**src/rtl/tc_serial_pkg.sv**
```systemverilog
// rtl/tc_serial_pkg.sv - shared types and sizing helpers for the TC serial word link
package tc_serial_pkg;

  typedef enum logic [1:0] {
    IDLE   = 2'd0,
    SHIFT  = 2'd1,
    PARITY = 2'd2
  } rx_state_t;

  localparam int TC_DATA_W = 32;

  function automatic int bit_cnt_w(input int data_w);
    return $clog2(data_w + 1);
  endfunction

endpackage

```
**src/rtl/rx_holding_reg.sv**
```systemverilog
// rtl/rx_holding_reg.sv - valid/ready word holding register with sticky overrun detection
module rx_holding_reg #(
  parameter int DATA_W = 32
) (
  input  logic              i_clk,
  input  logic              i_reset,
  input  logic              i_load,
  input  logic [DATA_W-1:0] i_word,
  input  logic              i_ready,
  input  logic              i_ovr_clr,
  output logic [DATA_W-1:0] o_data,
  output logic              o_valid,
  output logic              o_overrun
);

  logic [DATA_W-1:0] r_data;
  logic              r_valid;
  logic              r_overrun;
  logic              w_accept;
  logic              w_drop;

  // A word can be taken whenever the slot is empty or being drained on this same edge.
  assign w_accept = i_load & (~r_valid | i_ready);
  assign w_drop   = i_load & r_valid & ~i_ready;

  always_ff @(posedge i_clk) begin
    if (i_reset) begin
      r_data    <= '0;
      r_valid   <= 1'b0;
      r_overrun <= 1'b0;
    end else begin
      if (w_accept) begin
        r_data  <= i_word;
        r_valid <= 1'b1;
      end else if (r_valid && i_ready) begin
        r_valid <= 1'b0;
      end

      if (w_drop) begin
        r_overrun <= 1'b1;
      end else if (i_ovr_clr) begin
        r_overrun <= 1'b0;
      end
    end
  end

  assign o_data    = r_data;
  assign o_valid   = r_valid;
  assign o_overrun = r_overrun;

endmodule

```
**src/rtl/serial_in_parallel_out_rx.sv**
```systemverilog
// rtl/serial_in_parallel_out_rx.sv - TC link receiver: MSB-first deserializer with framing FSM
// Optional even-parity bit after the LSB is enabled by defining SIPO_PARITY_EN.
module serial_in_parallel_out_rx
  import tc_serial_pkg::*;
#(
  parameter int DATA_W = TC_DATA_W
) (
  input  logic              clk_out,
  input  logic              reset,
  input  logic              sin,
  input  logic              frame_sync,
  output logic [DATA_W-1:0] rx_data,
  output logic              rx_valid,
  input  logic              rx_ready,
  output logic              rx_busy,
  output logic              rx_overrun,
  input  logic              ovr_clr,
  output logic              rx_perr
);

  localparam int CNT_W = bit_cnt_w(DATA_W);
`ifdef SIPO_PARITY_EN
  localparam int SH_W = DATA_W;
`else
  // Without parity the LSB is never stored: it comes straight from sin on the completing edge.
  localparam int SH_W = DATA_W - 1;
`endif
  localparam logic [CNT_W-1:0] LAST_CNT = CNT_W'(DATA_W - 1);

  rx_state_t         r_state;
  logic [CNT_W-1:0]  r_bit_cnt;
  logic [SH_W-1:0]   r_shift;
  logic              r_busy;
  logic              w_complete;
  logic [DATA_W-1:0] w_word;
`ifdef SIPO_PARITY_EN
  logic              r_perr;
  logic              w_par_bad;

  assign w_complete = ~frame_sync & (r_state == PARITY);
  assign w_word     = r_shift;
  assign w_par_bad  = ^{r_shift, sin};
`else
  assign w_complete = ~frame_sync & (r_state == SHIFT) & (r_bit_cnt == LAST_CNT);
  assign w_word     = {r_shift, sin};
`endif

  always_ff @(posedge clk_out) begin
    if (reset) begin
      r_state   <= IDLE;
      r_bit_cnt <= '0;
      r_shift   <= '0;
      r_busy    <= 1'b0;
`ifdef SIPO_PARITY_EN
      r_perr    <= 1'b0;
`endif
    end else begin
      // A sync strobe always restarts the frame, even mid-word or on the completing edge.
      if (frame_sync) begin
        r_state   <= SHIFT;
        r_bit_cnt <= CNT_W'(1);
        r_shift   <= SH_W'(sin);
        r_busy    <= 1'b1;
      end else begin
        case (r_state)
          SHIFT: begin
            r_shift   <= SH_W'({r_shift, sin});
            r_bit_cnt <= r_bit_cnt + CNT_W'(1);
            if (r_bit_cnt == LAST_CNT) begin
`ifdef SIPO_PARITY_EN
              r_state <= PARITY;
`else
              r_state   <= IDLE;
              r_bit_cnt <= '0;
              r_busy    <= 1'b0;
`endif
            end
          end
          PARITY: begin
            r_state   <= IDLE;
            r_bit_cnt <= '0;
            r_busy    <= 1'b0;
          end
          default: begin
            r_state   <= IDLE;
            r_bit_cnt <= '0;
            r_busy    <= 1'b0;
          end
        endcase
      end

`ifdef SIPO_PARITY_EN
      if (w_complete && w_par_bad) begin
        r_perr <= 1'b1;
      end else if (ovr_clr) begin
        r_perr <= 1'b0;
      end
`endif
    end
  end

  rx_holding_reg #(
    .DATA_W (DATA_W)
  ) u_hold (
    .i_clk     (clk_out),
    .i_reset   (reset),
    .i_load    (w_complete),
    .i_word    (w_word),
    .i_ready   (rx_ready),
    .i_ovr_clr (ovr_clr),
    .o_data    (rx_data),
    .o_valid   (rx_valid),
    .o_overrun (rx_overrun)
  );

  assign rx_busy = r_busy;
`ifdef SIPO_PARITY_EN
  assign rx_perr = r_perr;
`else
  assign rx_perr = 1'b0;
`endif

endmodule

```
**config.mk**
```make
export PLATFORM = sky130hd
export DESIGN_NAME = serial_in_parallel_out_rx
export DESIGN_NICKNAME = d
export VERILOG_FILES = /design/src/rtl/tc_serial_pkg.sv /design/src/rtl/rx_holding_reg.sv /design/src/rtl/serial_in_parallel_out_rx.sv
export SDC_FILE = /design/constraint.sdc
export NUM_CORES = 1
export LEC_CHECK = 0
export CAP_MARGIN = 5
export CORE_MARGIN = 3
export CORE_UTILIZATION = 30
export CTS_CLUSTER_DIAMETER = 200
export DETAILED_ROUTE_END_ITERATION = 7
export GPL_ROUTABILITY_DRIVEN = 0
export GPL_TIMING_DRIVEN = 1
export PLACE_DENSITY = 0.58
export SETUP_SLACK_MARGIN = 0.02
export SYNTH_ARGS = -nofsm -noshare
export SYNTH_HDL_FRONTEND = slang
export SYNTH_SLANG_ARGS = --single-unit
```
**constraint.sdc**
```tcl
create_clock -name clk_out -period 1.92 [get_ports clk_out]
set_input_delay 0.288 -clock clk_out [delete_from_list [all_inputs] [get_ports clk_out]]
set_output_delay 0.288 -clock clk_out [all_outputs]
set_load 0.01 [all_outputs]
```
==> results.yml <==
run_status:
  status: "finished, final reports clean"
placed_design:
  portBuffers: 40
  placed_area_sq_um: 3430
  place_hpwl_mm: 3.42
floorplanning:
  fp.dieH_um: 105
  io_pins: 42
  fp.dieArea_sq_um: 11000
  die_w_um: 105
  rows: 35
  start_util: 0.312
  core_area_sq_um: 9370
detailed_routing:
  drtIter0Drc: 46
  drcViolationCount: 0
  avgRoutedWirePerCell_um: 11.6
  vias: 1950
  dr.pass1.iters: 4
  via_per_inst: 4.28
  antenna_left: 0
  routed_wl_mm: 5.29
clock_network:
  clk_path_buf_depth: 2
  htreeDepth: 3
  cts-buffers-inserted: 9
  hold_buffers: 0
  clock_latency_ns: 0.33
  cts.sinks: 72
  cts_tree: "built"
  clk_pin_slew_ns: 0.07
  clock-root-buffer: "clkbuf_8"
  cts_resized: 0
  post_cts_buffers: 0
worst_setup_path:
  crit_fanout: 18
  required_ns: 2.17
  crit_type: "flip-flop to flip-flop"
  end_kind: "flip-flop"
  crit_path_start_kind: "flip-flop"
  worstPathArrival_ns: 1.92
synthesis:
  synth.distinct_cells: 27
  yosysTopAreaCell: "dfxtp_1"
  synth_fa_ha_area_frac: 0.00427
  synthTopCellsByArea: "dfxtp_1 (49%), mux2i_1 (21%), nand2b_1 (14%), nor2_1 (4.7%), buf_8 (1.5%)"
  yosysWarnings: 0
  synth_seq_area_share: 0.492
  synthTopCellsByCount: "dfxtp_1 (72), nand2b_1 (66), mux2i_1 (62), nor2_1 (37), clkbuf_1 (11)"
  synth_compound_area_frac: 0.0197
  synth_nets: 293
  synth-xor-area-share: 0.00897
  synthSimpleGateAreaFrac: 0.217
  synth_mux_area_frac: 0.212
  synth_top_family_by_area: "simple AND/OR/NAND/NOR gates"
  ys_seq_elements: 72
  synth_edf_count: 0
  ys.flop_type: "dfxtp_1"
  syn_inst: 286
  netlist_area_sq_um: 2930
  synth_top_area_share: 0.492
  syn_avg_cell_area_sq_um: 10.2
  async_reset_ff_frac: 0
  synth.most_common_cell: "dfxtp_1"
power:
  peakVddDrop_uv: 339
  powerDensity_nw_per_um2: 805
  leakage_uw: 0.00120
sta:
  worst_pin_slew_ns: 0.563
  rsz0062_at_grt: "false"
  fmax_ghz: 0.599
  slew_violations: 0
  slew_headroom: 0.625
  setup_viol: 0
  clock_skew_ns: 0.00570
  min_period_ns: 1.67
  fin_crit_sh: 0.870
  tns_ns: 0
  holdWs_ns: 0.307
  finalHoldViolations: 0
grt:
  grt_max_degree: 39
  antenna_found_initial: 0
  grt_pass1_vias: 1882
  grt_pass1_wl_mm: 9.16
  grt_remaining_overflow: 0
  gr-usage-all-layers: 0.103
hold_path:
  hp-class: "primary input to flip-flop"
finish:
  multi_input_area_sq_um: 1360
  num-fill-cells: 955
  area_growth_syn_to_layout_pct: 24.8
  nets: 330
  layout-drive-gt1-share: 0.0765
  regArea_sq_um: 1440
  final_util: 0.390
  fin_area_sq_um: 3650
  antenna_cells: 0
flow_run:
  maxCapViolations: 0
## logic make-up (layout without fill, tap and decap cells)
group,Yosys count,after routing
AND/OR/NAND/NOR,116,116
XOR/XNOR,3,3
adder cells (fa/ha/maj),1,1
AO/OA/AOI/OAI,10,10
flip-flops,72,72
multiplexers,62,62
other,1,1
buffers and inverters,21,62
## metal layers
layer | up-vias | part of all wire | wire length [um] | track usage
met4 | 0 | 0.018 | 95 | 0.0506
met3 | 9 | 0.052 | 273 | 0.0346
li1 | 1004 | - | - | -
met5 | - | 0 | 0 | 0
met1 | 905 | 0.48 | 2550 | 0.129
met2 | 32 | 0.45 | 2370 | 0.159
## final cells by class
cell class	count	area share
inverters	1	0.00103
repair buffers	46	0.127
clock inverters	3	0.0178
flip-flops and latches	72	0.395
well taps	129	0.0442
clock buffers	12	0.0425
multi-input cells	193	0.372
## flip-flops by register name, indices dropped and copies added, names as in the netlist
signal	cells
u_hold.o_overrun	1
r_state	1
u_hold.o_data	32
r_shift	31
u_hold.o_valid	1
r_bit_cnt	6
## power breakdown
group	switching, uW	internal (uW)	leakage [uW]
logic	62.0	58.3	0.000512
clock network	523	795	0.000112
registers	4.01	1500	0.000581
total	589	2350	0.00120
## cells in the final DEF (no fill, tap or decap), drive strengths merged, types with 2 or more instances in the layout
master and n:
buf 7, xor2 2, dfxtp 72, o21ai 3, nor2 37, nand3 2
a21oi 4, or2 2, bufinv 2, mux2i 62, clkbuf 12, nand2 4
clkdlybuf4s50 39, nand2b 66
## stage by stage
step | setup WS [ns] | power [uW] | instances
after floorplan | 0.476 | 1630 | 286
after global placement | 0.101 | 1660 | 441
after detailed placement | 0.0785 | 1660 | 441
after CTS | 0.230 | 2990 | 456
after global routing | 0.0969 | 3060 | 456
final | 0.250 | 2940 | 456
## critical path, stage by stage (launching register included)
cell	delay, ns
dfxtp_1	0.35
ha_1	0.21
nand3_1	0.23
nor3b_4	0.36
buf_12	0.22
mux2i_1	0.21
## worst paths after layout
| kind | from | endpoint | slack [ns] | cells after the start |
|---|---|---|---|---|
| worst min register to register | u_hold.o_data[5]$_SDFFE_PP0P_ | u_hold.o_data[5]$_SDFFE_PP0P_ | 0.47 | 2 |
| worst max register to register | r_bit_cnt[0]$_SDFF_PP0_ | u_hold.o_data[15]$_SDFFE_PP0P_ | 0.25 | 5 |
| worst max-delay path | r_bit_cnt[0]$_SDFF_PP0_ | u_hold.o_data[15]$_SDFFE_PP0P_ | 0.25 | 5 |
| worst min-delay path | reset | u_hold.o_valid$_SDFFE_PP0P_ | 0.31 | 2 |
Note: power is estimated with default switching activity, not from simulation.
